### src/rtl/dvsd_pdec_pkg.sv
// Shared types and sizes for the pulse decoder (dvsd_pdec).
// Optional feature macro: DVSD_PDEC_THERMO_EN (thermometer decode mode).
package dvsd_pdec_pkg;

  localparam int CODE_W = 3;
  localparam int LINES  = 8;
  localparam int PLEN_W = 4;
  localparam int CNT_W  = 8;

  typedef enum logic [1:0] {
    IDLE  = 2'd0,
    DRIVE = 2'd1,
    GAP   = 2'd2
  } state_e;

  // A requested length of zero still produces a one-cycle pulse.
  function automatic logic [PLEN_W-1:0] eff_len(input logic [PLEN_W-1:0] len);
    if (len == '0) eff_len = PLEN_W'(1);
    else           eff_len = len;
  endfunction

endpackage

### src/rtl/dvsd_pdec_dec.sv
// Combinational 3-to-8 line decoder used by dvsd_pdec.
// mode=0: one-hot (bit code set); mode=1: thermometer (bits 0..code set).
// The top ties mode to 0 unless DVSD_PDEC_THERMO_EN is defined.
module dvsd_dec3to8
  import dvsd_pdec_pkg::*;
(
  input  logic [CODE_W-1:0] code,
  input  logic              mode,
  output logic [LINES-1:0]  lines
);

  // Per-line select: equality for one-hot, less-or-equal for thermometer.
  always_comb begin
    lines = '0;
    for (int i = 0; i < LINES; i++) begin
      if (mode) lines[i] = (CODE_W'(i) <= code);
      else      lines[i] = (CODE_W'(i) == code);
    end
  end

endmodule

### src/rtl/dvsd_pdec.sv
// Pulse decoder: accepts a 3-bit code and drives the decoded line(s) for
// max(pulse_len,1) cycles, followed by a one-cycle gap.
// Optional feature macro: DVSD_PDEC_THERMO_EN adds the 'mode' port
// (0 = one-hot, 1 = thermometer); without it decoding is one-hot only.
//
// Handshake: a code is accepted on a rising edge where in_valid=1 and
// in_ready=1. in_ready is high only in IDLE with en=1 and rst=0; offers
// made while in_ready=0 are dropped, never queued. Accepts with gs_in=0
// only bump the saturating nul_cnt and leave the FSM in IDLE.
module dvsd_pdec
  import dvsd_pdec_pkg::*;
(
  input  logic              clk,
  input  logic              rst,
  input  logic              en,
  input  logic              in_valid,
  output logic              in_ready,
  input  logic              gs_in,
  input  logic [CODE_W-1:0] code,
  input  logic [PLEN_W-1:0] pulse_len,
  output logic [LINES-1:0]  out,
  output logic              busy,
  output logic              done,
  output logic [CNT_W-1:0]  nul_cnt
`ifdef DVSD_PDEC_THERMO_EN
  ,
  input  logic              mode
`endif
);

  state_e             state_q, state_d;
  logic [LINES-1:0]   out_q, out_d;
  logic [PLEN_W-1:0]  cnt_q, cnt_d;
  logic               done_q, done_d;
  logic [CNT_W-1:0]   nul_q, nul_d;
  logic               mode_w;
  logic [LINES-1:0]   dec_lines;
  logic               accept;

`ifdef DVSD_PDEC_THERMO_EN
  assign mode_w = mode;
`else
  assign mode_w = 1'b0;
`endif

  dvsd_dec3to8 u_dec (
    .code  (code),
    .mode  (mode_w),
    .lines (dec_lines)
  );

  assign in_ready = (state_q == IDLE) && en && !rst;
  assign accept   = in_valid && in_ready;
  assign busy     = (state_q != IDLE);
  assign out      = out_q;
  assign done     = done_q;
  assign nul_cnt  = nul_q;

  // Next-state: accept in IDLE, count down in DRIVE, one-cycle GAP; en=0 aborts.
  always_comb begin
    state_d = state_q;
    out_d   = out_q;
    cnt_d   = cnt_q;
    nul_d   = nul_q;
    done_d  = 1'b0;
    case (state_q)
      IDLE: begin
        if (accept) begin
          if (gs_in) begin
            out_d   = dec_lines;
            cnt_d   = eff_len(pulse_len);
            state_d = DRIVE;
          end else if (nul_q != '1) begin
            nul_d = nul_q + CNT_W'(1);
          end
        end
      end
      DRIVE: begin
        if (!en) begin
          out_d   = '0;
          cnt_d   = '0;
          state_d = IDLE;
        end else if (cnt_q == PLEN_W'(1)) begin
          out_d   = '0;
          cnt_d   = '0;
          done_d  = 1'b1;
          state_d = GAP;
        end else begin
          cnt_d = cnt_q - PLEN_W'(1);
        end
      end
      GAP: begin
        out_d   = '0;
        state_d = IDLE;
      end
      default: begin
        out_d   = '0;
        cnt_d   = '0;
        state_d = IDLE;
      end
    endcase
  end

  // State registers with synchronous reset overriding everything.
  always_ff @(posedge clk) begin
    if (rst) begin
      state_q <= IDLE;
      out_q   <= '0;
      cnt_q   <= '0;
      done_q  <= 1'b0;
      nul_q   <= '0;
    end else begin
      state_q <= state_d;
      out_q   <= out_d;
      cnt_q   <= cnt_d;
      done_q  <= done_d;
      nul_q   <= nul_d;
    end
  end

endmodule

### config.mk
export PLATFORM = sky130hd
export DESIGN_NAME = dvsd_pdec
export DESIGN_NICKNAME = d
export VERILOG_FILES = /design/src/rtl/dvsd_pdec_pkg.sv /design/src/rtl/dvsd_pdec_dec.sv /design/src/rtl/dvsd_pdec.sv
export SDC_FILE = /design/constraint.sdc
export NUM_CORES = 1
export LEC_CHECK = 0
export CAP_MARGIN = 15
export CORE_MARGIN = 10
export CORE_UTILIZATION = 50
export CTS_CLUSTER_DIAMETER = 30
export DETAILED_ROUTE_END_ITERATION = 10
export PLACE_DENSITY = 0.88
export RECOVER_POWER = 100
export SLEW_MARGIN = 0
export SYNTH_ARGS = -nofsm -noshare
export SYNTH_HDL_FRONTEND = slang
export SYNTH_SLANG_ARGS = --single-unit
### constraint.sdc
create_clock -name clk -period 5.45 [get_ports clk]
set_input_delay 0.8175 -clock clk [delete_from_list [all_inputs] [get_ports clk]]
set_output_delay 0.8175 -clock clk [all_outputs]
set_load 0.02 [all_outputs]
==> qor.yml, run 1 <==
status: "finished clean"
syn_to_final_growth_pct: 29.1
final.period_utilization_pct: 69.5
htreeDepth: 1
pwr-share-clk_pct: 27.0
num_rows: 16
comb_power_share_pct: 12.3
netSwitchingFraction_pct: 24.5
fin_crit_ns: 3.79
avgRoutedWirePerCell_um: 14.5
die_x_um: 66.9
cp.arrival_ns: 2.97
synth_cell_type_count: 39
synth.yosys.seq_area_share_pct: 41.8
endpoint_kind: "output pin"
fmax_ghz: 0.264
totalWireLength_mm: 2.62
r2r-start: "state_q[0]$_SDFFE_PP0P_"
drcViolationCount: 0
post_cts_resized: 0
clk_latency_ns: 0.31
antenna_found_initial: 0
fin_nets: 170
fill_cells: 172
utilization_pct: 70.3
viasPerCell: 5.51
final_layout_size_suffix_gt1_share_pct: 3.90
p_int_mw: 0.215
yosys_warnings: 0
die_y_um: 66.9
clk_pin_slew_ns: 0.12
synth_largest_area_cell: "dfxtp_1"
ant_nets: 0
worstHoldPathType: "reg -> reg"
synth_nets: 137
synth_flop_cell: "dfxtp_1"
required_ns: 4.63
synth_edf_count: 0
n_antenna_cell: 0
multi_input_area_um2: 561
cts_sinks: 23
grt.total_usage_pct: 11.8
grt_pass1_wl_mm: 4.31
syn_area_per_cell_um2: 9.03
cts_setup_buffers: 0
cp-startpoint: "rst"
power.switching_mw: 0.0699
setup_violations: 0
grt_max_degree: 17
power.share.sequential_pct: 60.7
cts_tree: "done"
grt_pass1_vias: 997
die_area_mm2: 0.00448
hold_viol_final: 0
maxSlewViolCount: 0
dp_slack_ns: 1.80
place.gp.congestion: 0.802
async_flop_share_pct: 0
cts_hold_buf: 0
synthTopCellsByArea: "dfxtp_1 (42%), nand2_1 (3.8%), nor2_1 (3.8%), a32o_1 (3.6%), nor3_1 (3.6%)"
powerDensity_mw_per_mm2: 201
place_hpwl_mm: 2.11
core-area_mm2: 0.00202
layout.area.seq_um2: 460
final.setup.tns_ns: 0
p_leak_nw: 0.591
ios: 31
ir_drop_v: 0.000228
cts_root_buf: "clkbuf_4"
cap_violations: 0
worstSetupStartpointType: "primary input"
min_from: "out[3]$_SDFFE_PP0P_"
slew_headroom_pct: 59.1
yosysTopAreaCellShare_pct: 41.8
path_max_fanout: 16
synth_area_mm2: 0.00110
initial_core_util_pct: 54.5
clock_path_buffers: 2
total_power_mw: 0.285
rsz0062_at_grt: "false"
vias: 998
grt.overflow.total: 0
max_slew.worst_pin.slew_ns: 0.613
ys_seq_elements: 23
cts_buffers: 3
synth_cells: 122
io_buffers: 30
fin_ws_ns: 1.66
dr.pass1.iters: 4
clock_skew_ns: 0.00513
whs_ns: 0.472
drtIter0Drc: 50
crit_type: "in -> out"
through the flow:
step | instance area (µm²) | instances
floorplan | 1100 | 122
global placement | 1420 | 177
detailed placement | 1420 | 177
CTS | 1450 | 181
global route | 1420 | 181
finish | 1420 | 181
layout make-up:
class | instances | share of cell area, %
Clock buffer | 3 | 1.58
Clock inverter | 1 | 0.352
Inverter | 10 | 2.73
Multi-Input combinational cell | 87 | 39.4
Sequential cell | 23 | 32.4
Tap cell | 27 | 2.38
Timing Repair Buffer | 30 | 21.1
registers in the layout, indices dropped and copies added, names as in the netlist:
signal   flops
out          8
cnt_q        4
state_q      2
done         1
nul_cnt      8
final timing paths:
kind                                   to  slack (ns)  cells after the start
setup / recovery                 in_ready        1.66                      4
hold reg to reg       out[3]$_SDFFE_PP0P_        0.47                      1
hold / removal        out[3]$_SDFFE_PP0P_        0.47                      1
setup reg to reg  nul_cnt[6]$_SDFFE_PP0P_        3.28                      5
cell usage after synthesis (2+ instances only):
master,instances
mux2i_1,3
o2bb2ai_1,3
ha_1,3
nor2_1,11
nand2b_1,5
dfxtp_1,23
nand3b_1,2
and3_1,2
nor3_1,8
o21ai_0,2
a21oi_1,5
nand3_1,6
a32o_1,4
nand2_1,11
inv_1,9
xnor2_1,2
logic make-up (layout without fill, tap and decap cells):
kind of cell / after synthesis / after routing / share of synthesized area (%)
multiplexers: 3 / 3 / 2.73
buffers and inverters: 12 / 44 / 4.89
XOR/XNOR: 3 / 3 / 2.39
AO/OA/AOI/OAI: 25 / 25 / 19.3
AND/OR/NAND/NOR: 53 / 53 / 25.5
adder cells (fa/ha/maj): 3 / 3 / 3.41
flip-flops: 23 / 23 / 41.8
power by group through the flow:
stage	Sequential, mW	Clock (mW)	Combinational [mW]
6_report	0.173	0.0769	0.0351
5_1_grt	0.174	0.0866	0.0382
3_3_place_gp	0.177	0	0.0362
3_5_place_dp	0.177	0	0.0372
2_1_floorplan	0.178	0	0.0183
4_1_cts	0.173	0.0807	0.0373
per-layer routing:
| metal | GRT usage [%] | vias to the layer above | routed length, µm |
|---|---|---|---|
| met2 | 21.1 | 28 | 1330 |
| met1 | 12.9 | 455 | 1090 |
| met4 | 3.08 | 0 | 25 |
| li1 | - | 511 | - |
| met3 | 4.01 | 4 | 175 |
| met5 | 0 | - | 0 |
placed cells by master, fill, tap and decap left out, drive strengths merged, types with 3 or more instances in the layout:
cell type / Yosys / final
nand2: 11 / 11
a21oi: 5 / 5
nor3: 8 / 8
nand3: 6 / 6
o2bb2ai: 3 / 3
dlygate4sd3: 0 / 20
dfxtp: 23 / 23
nor2: 11 / 11
a32o: 4 / 4
ha: 3 / 3
mux2i: 3 / 3
clkdlybuf4s50: 0 / 10
inv: 9 / 9
clkbuf: 1 / 3
nand2b: 5 / 5
worst max-delay path, stage by stage:
cell and delay [ns]:
dlygate4sd3_1 0.74, or4b_1 0.60, clkinvlp_2 0.13, dlygate4sd3_1 0.68
No activity file was read; power rests on OpenSTA's default activity.
==> inputs of run 2 (changes only) <==
--- a/config.mk
+++ b/config.mk
@@ -7,10 +7,10 @@
 export LEC_CHECK = 0
 export CAP_MARGIN = 15
 export CORE_MARGIN = 10
-export CORE_UTILIZATION = 50
+export CORE_UTILIZATION = 46
 export CTS_CLUSTER_DIAMETER = 30
 export DETAILED_ROUTE_END_ITERATION = 10
-export PLACE_DENSITY = 0.88
+export PLACE_DENSITY = 0.82
 export RECOVER_POWER = 100
 export SLEW_MARGIN = 0
 export SYNTH_ARGS = -nofsm -noshare
==> constraint.sdc (replaced) <==
create_clock -name clk -period 3.7 [get_ports clk]
set_input_delay 0.555 -clock clk [delete_from_list [all_inputs] [get_ports clk]]
set_output_delay 0.555 -clock clk [all_outputs]
set_load 0.02 [all_outputs]
==> qor.yml, run 2 (synthesis gave the netlist of run 1 again) <==
status: "finished clean"
viasPerCell: 5.64  # +2.4%
cts_root_buf: "clkbuf_4"
cts_tree: "done"
cts_setup_buffers: 0  # unchanged
fin_area_mm2: 0.00143  # +0.35%
path_buf_inv: 3  # unchanged
postPlaceCellArea_mm2: 0.00143  # +0.62%
required_ns: 3.14  # -1.49 ns
critical_path.max_stage_delay_ns: 0.68  # -0.06 ns
cts_buffers: 3  # unchanged
final.setup.tns_ns: 0  # unchanged
initial_core_util_pct: 48.8  # -5.6 points
syn_to_final_growth_pct: 29.5
clk_latency_ns: 0.32  # about the same
ios: 31  # unchanged
cts_sinks: 23  # unchanged
htreeDepth: 1  # unchanged
hold_depth: 1  # unchanged
n_antenna_cell: 0  # unchanged
fin_nets: 171  # +0.59%
drtIter0Drc: 66  # +32%
fin_crit_ns: 3.04
path_max_fanout: 4  # -12
place.gp.congestion: 0.856  # +6.7%
r2r-end: "nul_cnt[6]$_SDFFE_PP0P_"
cts_hold_buf: 0  # unchanged
reg2regPathDepth: 5  # unchanged
layout_commonest_cell: "dfxtp_1"
rsz0062_at_grt: "false"
utilization_pct: 63.3  # -7.0 points
final_layout_size_suffix_gt1_share_pct: 3.87  # -0.025 points
avgRoutedWirePerCell_um: 14.2  # -1.6%
clock_path_buffers: 2  # unchanged
max_slew.worst_pin.slew_ns: 0.668  # +0.0550 ns
grt_pass1_wl_mm: 4.15  # -3.5%
drcViolationCount: 0  # unchanged
grt.overflow.total: 0  # unchanged
worstSetupStartpointType: "primary input"
p_leak_nw: 0.593  # +0.24%
grt_pass1_vias: 947  # -5.0%
die_y_um: 68.9  # +3.0%
powerDensity_mw_per_mm2: 298  # +49%
dr.pass1.iters: 4  # unchanged
crit_family: "buffers and inverters"
rrSetupSlack_ns: 1.52  # -1.76 ns
core-area_mm2: 0.00225  # +12%
final.period_utilization_pct: 82.2
ir_drop_v: 0.000242  # +6.1%
grt_max_degree: 16  # -1
maxSlewViolCount: 0  # unchanged
hold_viol_final: 0  # unchanged
post_cts_resized: 0  # unchanged
crit_top_cell: "dlygate4sd3_1"
ant_nets: 0  # unchanged
num_rows: 17  # +1
crit_chain: "dlygate4sd3_1 -> or4b_1 -> clkinvlp_2 -> dlygate4sd3_1"
min_from: "out[3]$_SDFFE_PP0P_"
cap_violations: 0  # unchanged
vias: 1033  # +3.5%
slew_headroom_pct: 55.4  # -3.6 points
grt.total_usage_pct: 11.3  # -0.52 points
setup_violations: 0  # unchanged
cp.arrival_ns: 2.49  # -0.48 ns
die_x_um: 68.9  # +3.0%
crit_type: "in -> out"
die_area_mm2: 0.00475  # +6.1%
cpMaxStageDelayCell: "dlygate4sd3_1"
antenna_found_initial: 0  # unchanged
clk_pin_slew_ns: 0.12  # about the same
cp-startpoint: "en"
min_to: "out[3]$_SDFFE_PP0P_"
fmax_ghz: 0.329
io_buffers: 30  # unchanged
endpoint_kind: "output pin"
r2r-start: "state_q[0]$_SDFFE_PP0P_"
layout_common_cells: "dfxtp_1 (23), dlygate4sd3_1 (21), nor2_1 (11), nand2_1 (11)"
totalWireLength_mm: 2.60  # -0.50%
clock_skew_ns: 0.00529  # +0.000161 ns
place_hpwl_mm: 2.08  # -1.8%
worstHoldPathType: "reg -> reg"
==> run 2: cell count changes in the layout (fill, tap and decap cells not counted) <==
cell / previous run / this run
clkdlybuf4s50_1: 10 / 9
clkbuf_1: 0 / 1
dlygate4sd3_1: 20 / 21
==> run 2: area by class of cell <==
cell class | instances | area [µm²]
Tap cell | 28 | 35.0
Clock buffer | 3 | 22.5
Multi-Input combinational cell | 87 | 561
Timing Repair Buffer | 31 | 304
Inverter | 10 | 38.8
Fill cell | 212 | 828
Clock inverter | 1 | 5.00
Sequential cell | 23 | 460
==> run 2: power by group <==
part           total [mW]  internal (mW)  switching (mW)  leakage, nW
Combinational      0.0517         0.0253          0.0265        0.389
Sequential          0.255          0.251         0.00377        0.186
Clock               0.118         0.0405          0.0777       0.0177
==> run 2: through the flow <==
step                      power, mW  hold slack [ns]  setup slack, ns  instances
after floorplan               0.289            0.484             1.75        122
after global placement        0.314            0.451            0.874        179
after detailed placement      0.316            0.457            0.863        179
after CTS                     0.433            0.482            0.856        183
after global routing          0.441            0.500            0.594        183
final                         0.425            0.475            0.659        183
==> run 2: metal layers <==
| metal | wire length [µm] | GRT usage, % | up-vias |
|---|---|---|---|
| met5 | 0 | 0 | - |
| met1 | 1130 | 12.3 | 488 |
| li1 | - | - | 510 |
| met4 | 61 | 6.65 | 0 |
| met3 | 192 | 3.06 | 7 |
| met2 | 1220 | 19.2 | 28 |
==> run 2: worst max path at each step <==
| stage | endpoint | slack (ns) | cells after the start |
|---|---|---|---|
| after floorplan | nul_cnt[5]$_SDFFE_PP0P_ | 1.75 | 4 |
| after global placement | in_ready | 0.87 | 4 |
| after detailed placement | in_ready | 0.86 | 4 |
| after CTS | in_ready | 0.86 | 4 |
| after global routing | in_ready | 0.59 | 4 |
| final | in_ready | 0.66 | 4 |
==> inputs of run 3 (changes only) <==
==> constraint.sdc (replaced) <==
create_clock -name clk -period 3.1 [get_ports clk]
set_input_delay 0.465 -clock clk [delete_from_list [all_inputs] [get_ports clk]]
set_output_delay 0.465 -clock clk [all_outputs]
set_load 0.02 [all_outputs]
==> qor.yml, run 3 (synthesis gave the netlist of run 1 again) <==
initial_core_util_pct: 48.8  # unchanged
place_inst: 179  # unchanged
ir_drop_v: 0.000234  # -3.5%
path_max_fanout: 4  # unchanged
grt.overflow.total: 0  # unchanged
post_cts_resized: 0  # unchanged
cts_setup_buffers: 0  # unchanged
crit_type: "in -> out"
required_ns: 2.63  # -0.51 ns
worstSetupStartpointType: "primary input"
final_cells: 183  # unchanged
cts_root_buf: "clkbuf_4"
cts_hold_buf: 0  # unchanged
fmax_ghz: 0.356
route.met2.wl_mm: 1.32  # +8.0%
highest_layer: "met4"
antenna_found_initial: 0  # unchanged
die_y_um: 68.9  # unchanged
clk_latency_ns: 0.31  # about the same
layout_commonest_cell: "dfxtp_1"
postPlaceCellArea_mm2: 0.00143  # unchanged
layout.area.seq_um2: 460  # unchanged
status: "finished clean"
final.setup.tns_ns: 0  # unchanged
fin_crit_ns: 2.81
rsz0062_at_grt: "false"
cts_sinks: 23  # unchanged
place_hpwl_mm: 2.12  # +2.0%
avgRoutedWirePerCell_um: 14.4  # +1.4%
p_leak_nw: 0.591  # -0.34%
cts_tree: "done"
vias: 1004  # -2.8%
final_layout_size_suffix_gt1_share_pct: 3.87  # unchanged
num_rows: 17  # unchanged
hold_viol_final: 0  # unchanged
cpMaxStageDelayCell: "clkdlybuf4s50_1"
die_x_um: 68.9  # unchanged
layout_common_cells: "dfxtp_1 (23), dlygate4sd3_1 (20), nor2_1 (11), nand2_1 (11), clkdlybuf4s50_1 (10)"
drt-met1-wl_mm: 1.09  # -3.2%
core-area_mm2: 0.00225  # unchanged
cap_violations: 0  # unchanged
grt_pass1_wl_mm: 4.18  # +0.67%
grt_max_degree: 16  # unchanged
drtIter0Drc: 75  # +14%
clock_path_buffers: 2  # unchanged
slew_headroom_pct: 55.3  # -0.11 points
clock_skew_ns: 0.00471  # -0.000581 ns
powerDensity_mw_per_mm2: 357  # +20%
utilization_pct: 63.3  # unchanged
n_antenna_cell: 0  # unchanged
whs_ns: 0.476  # +0.000709 ns
cp.arrival_ns: 2.34  # -0.15 ns
maxSlewViolCount: 0  # unchanged
totalWireLength_mm: 2.64  # +1.4%
wl_met3_um: 210  # +9.4%
crit_family: "buffers and inverters"
dr.pass1.iters: 4  # unchanged
critical_path.max_stage_delay_ns: 0.62  # -0.06 ns
fill_cells: 217  # +2.4%
drcViolationCount: 0  # unchanged
clk_pin_slew_ns: 0.13  # about the same
setup_violations: 0  # unchanged
syn_to_final_growth_pct: 29.5  # unchanged
multi_input_area_um2: 561  # unchanged
viasPerCell: 5.49  # -2.8%
final.period_utilization_pct: 90.5
grt_pass1_vias: 947  # unchanged
ant_nets: 0  # unchanged
fin_nets: 171  # unchanged
path_buf_inv: 3  # unchanged
htreeDepth: 1  # unchanged
grt.total_usage_pct: 11.2  # -0.069 points
worstHoldPathType: "reg -> reg"
endpoint_kind: "output pin"
ios: 31  # unchanged
die_area_mm2: 0.00475  # unchanged
place.gp.congestion: 0.857  # +0.18%
cts_buffers: 3  # unchanged
fin_area_mm2: 0.00143  # unchanged
crit_chain: "dlygate4sd3_1 -> or4b_1 -> clkinvlp_2 -> clkdlybuf4s50_1"
io_buffers: 30  # unchanged
max_slew.worst_pin.slew_ns: 0.670  # +0.00164 ns
==> run 3: where the power goes <==
part           internal [mW]  switching, mW
Sequential             0.300        0.00446
Combinational         0.0304         0.0321
Clock                 0.0482         0.0934
==> run 3: worst paths after layout <==
path,from,to,slack [ns],cells after the start
hold reg to reg,out[7]$_SDFFE_PP0P_,out[7]$_SDFFE_PP0P_,0.48,1
setup reg to reg,state_q[0]$_SDFFE_PP0P_,nul_cnt[6]$_SDFFE_PP0P_,0.86,5
setup / recovery,en,in_ready,0.29,4
hold / removal,out[7]$_SDFFE_PP0P_,out[7]$_SDFFE_PP0P_,0.48,1
==> run 3: per-layer routing <==
| layer | up-vias | track usage (%) |
|---|---|---|
| met3 | 2 | 3.22 |
| met5 | - | 0 |
| met1 | 456 | 12.2 |
| li1 | 511 | - |
| met2 | 35 | 20.0 |
| met4 | 0 | 4.43 |
==> run 3: metrics by stage <==
stage | setup WS (ns) | total power, mW
floorplan | 1.24 | 0.344
CTS | 0.435 | 0.517
global placement | 0.454 | 0.375
global route | 0.232 | 0.529
detailed placement | 0.437 | 0.378
finish | 0.294 | 0.509
==> run 3: cell type report <==
type,count,share of cell area [%]
Multi-Input combinational cell,87,39.3
Clock inverter,1,0.351
Sequential cell,23,32.3
Clock buffer,3,1.58
Inverter,10,2.72
Timing Repair Buffer,31,21.3
Tap cell,28,2.46
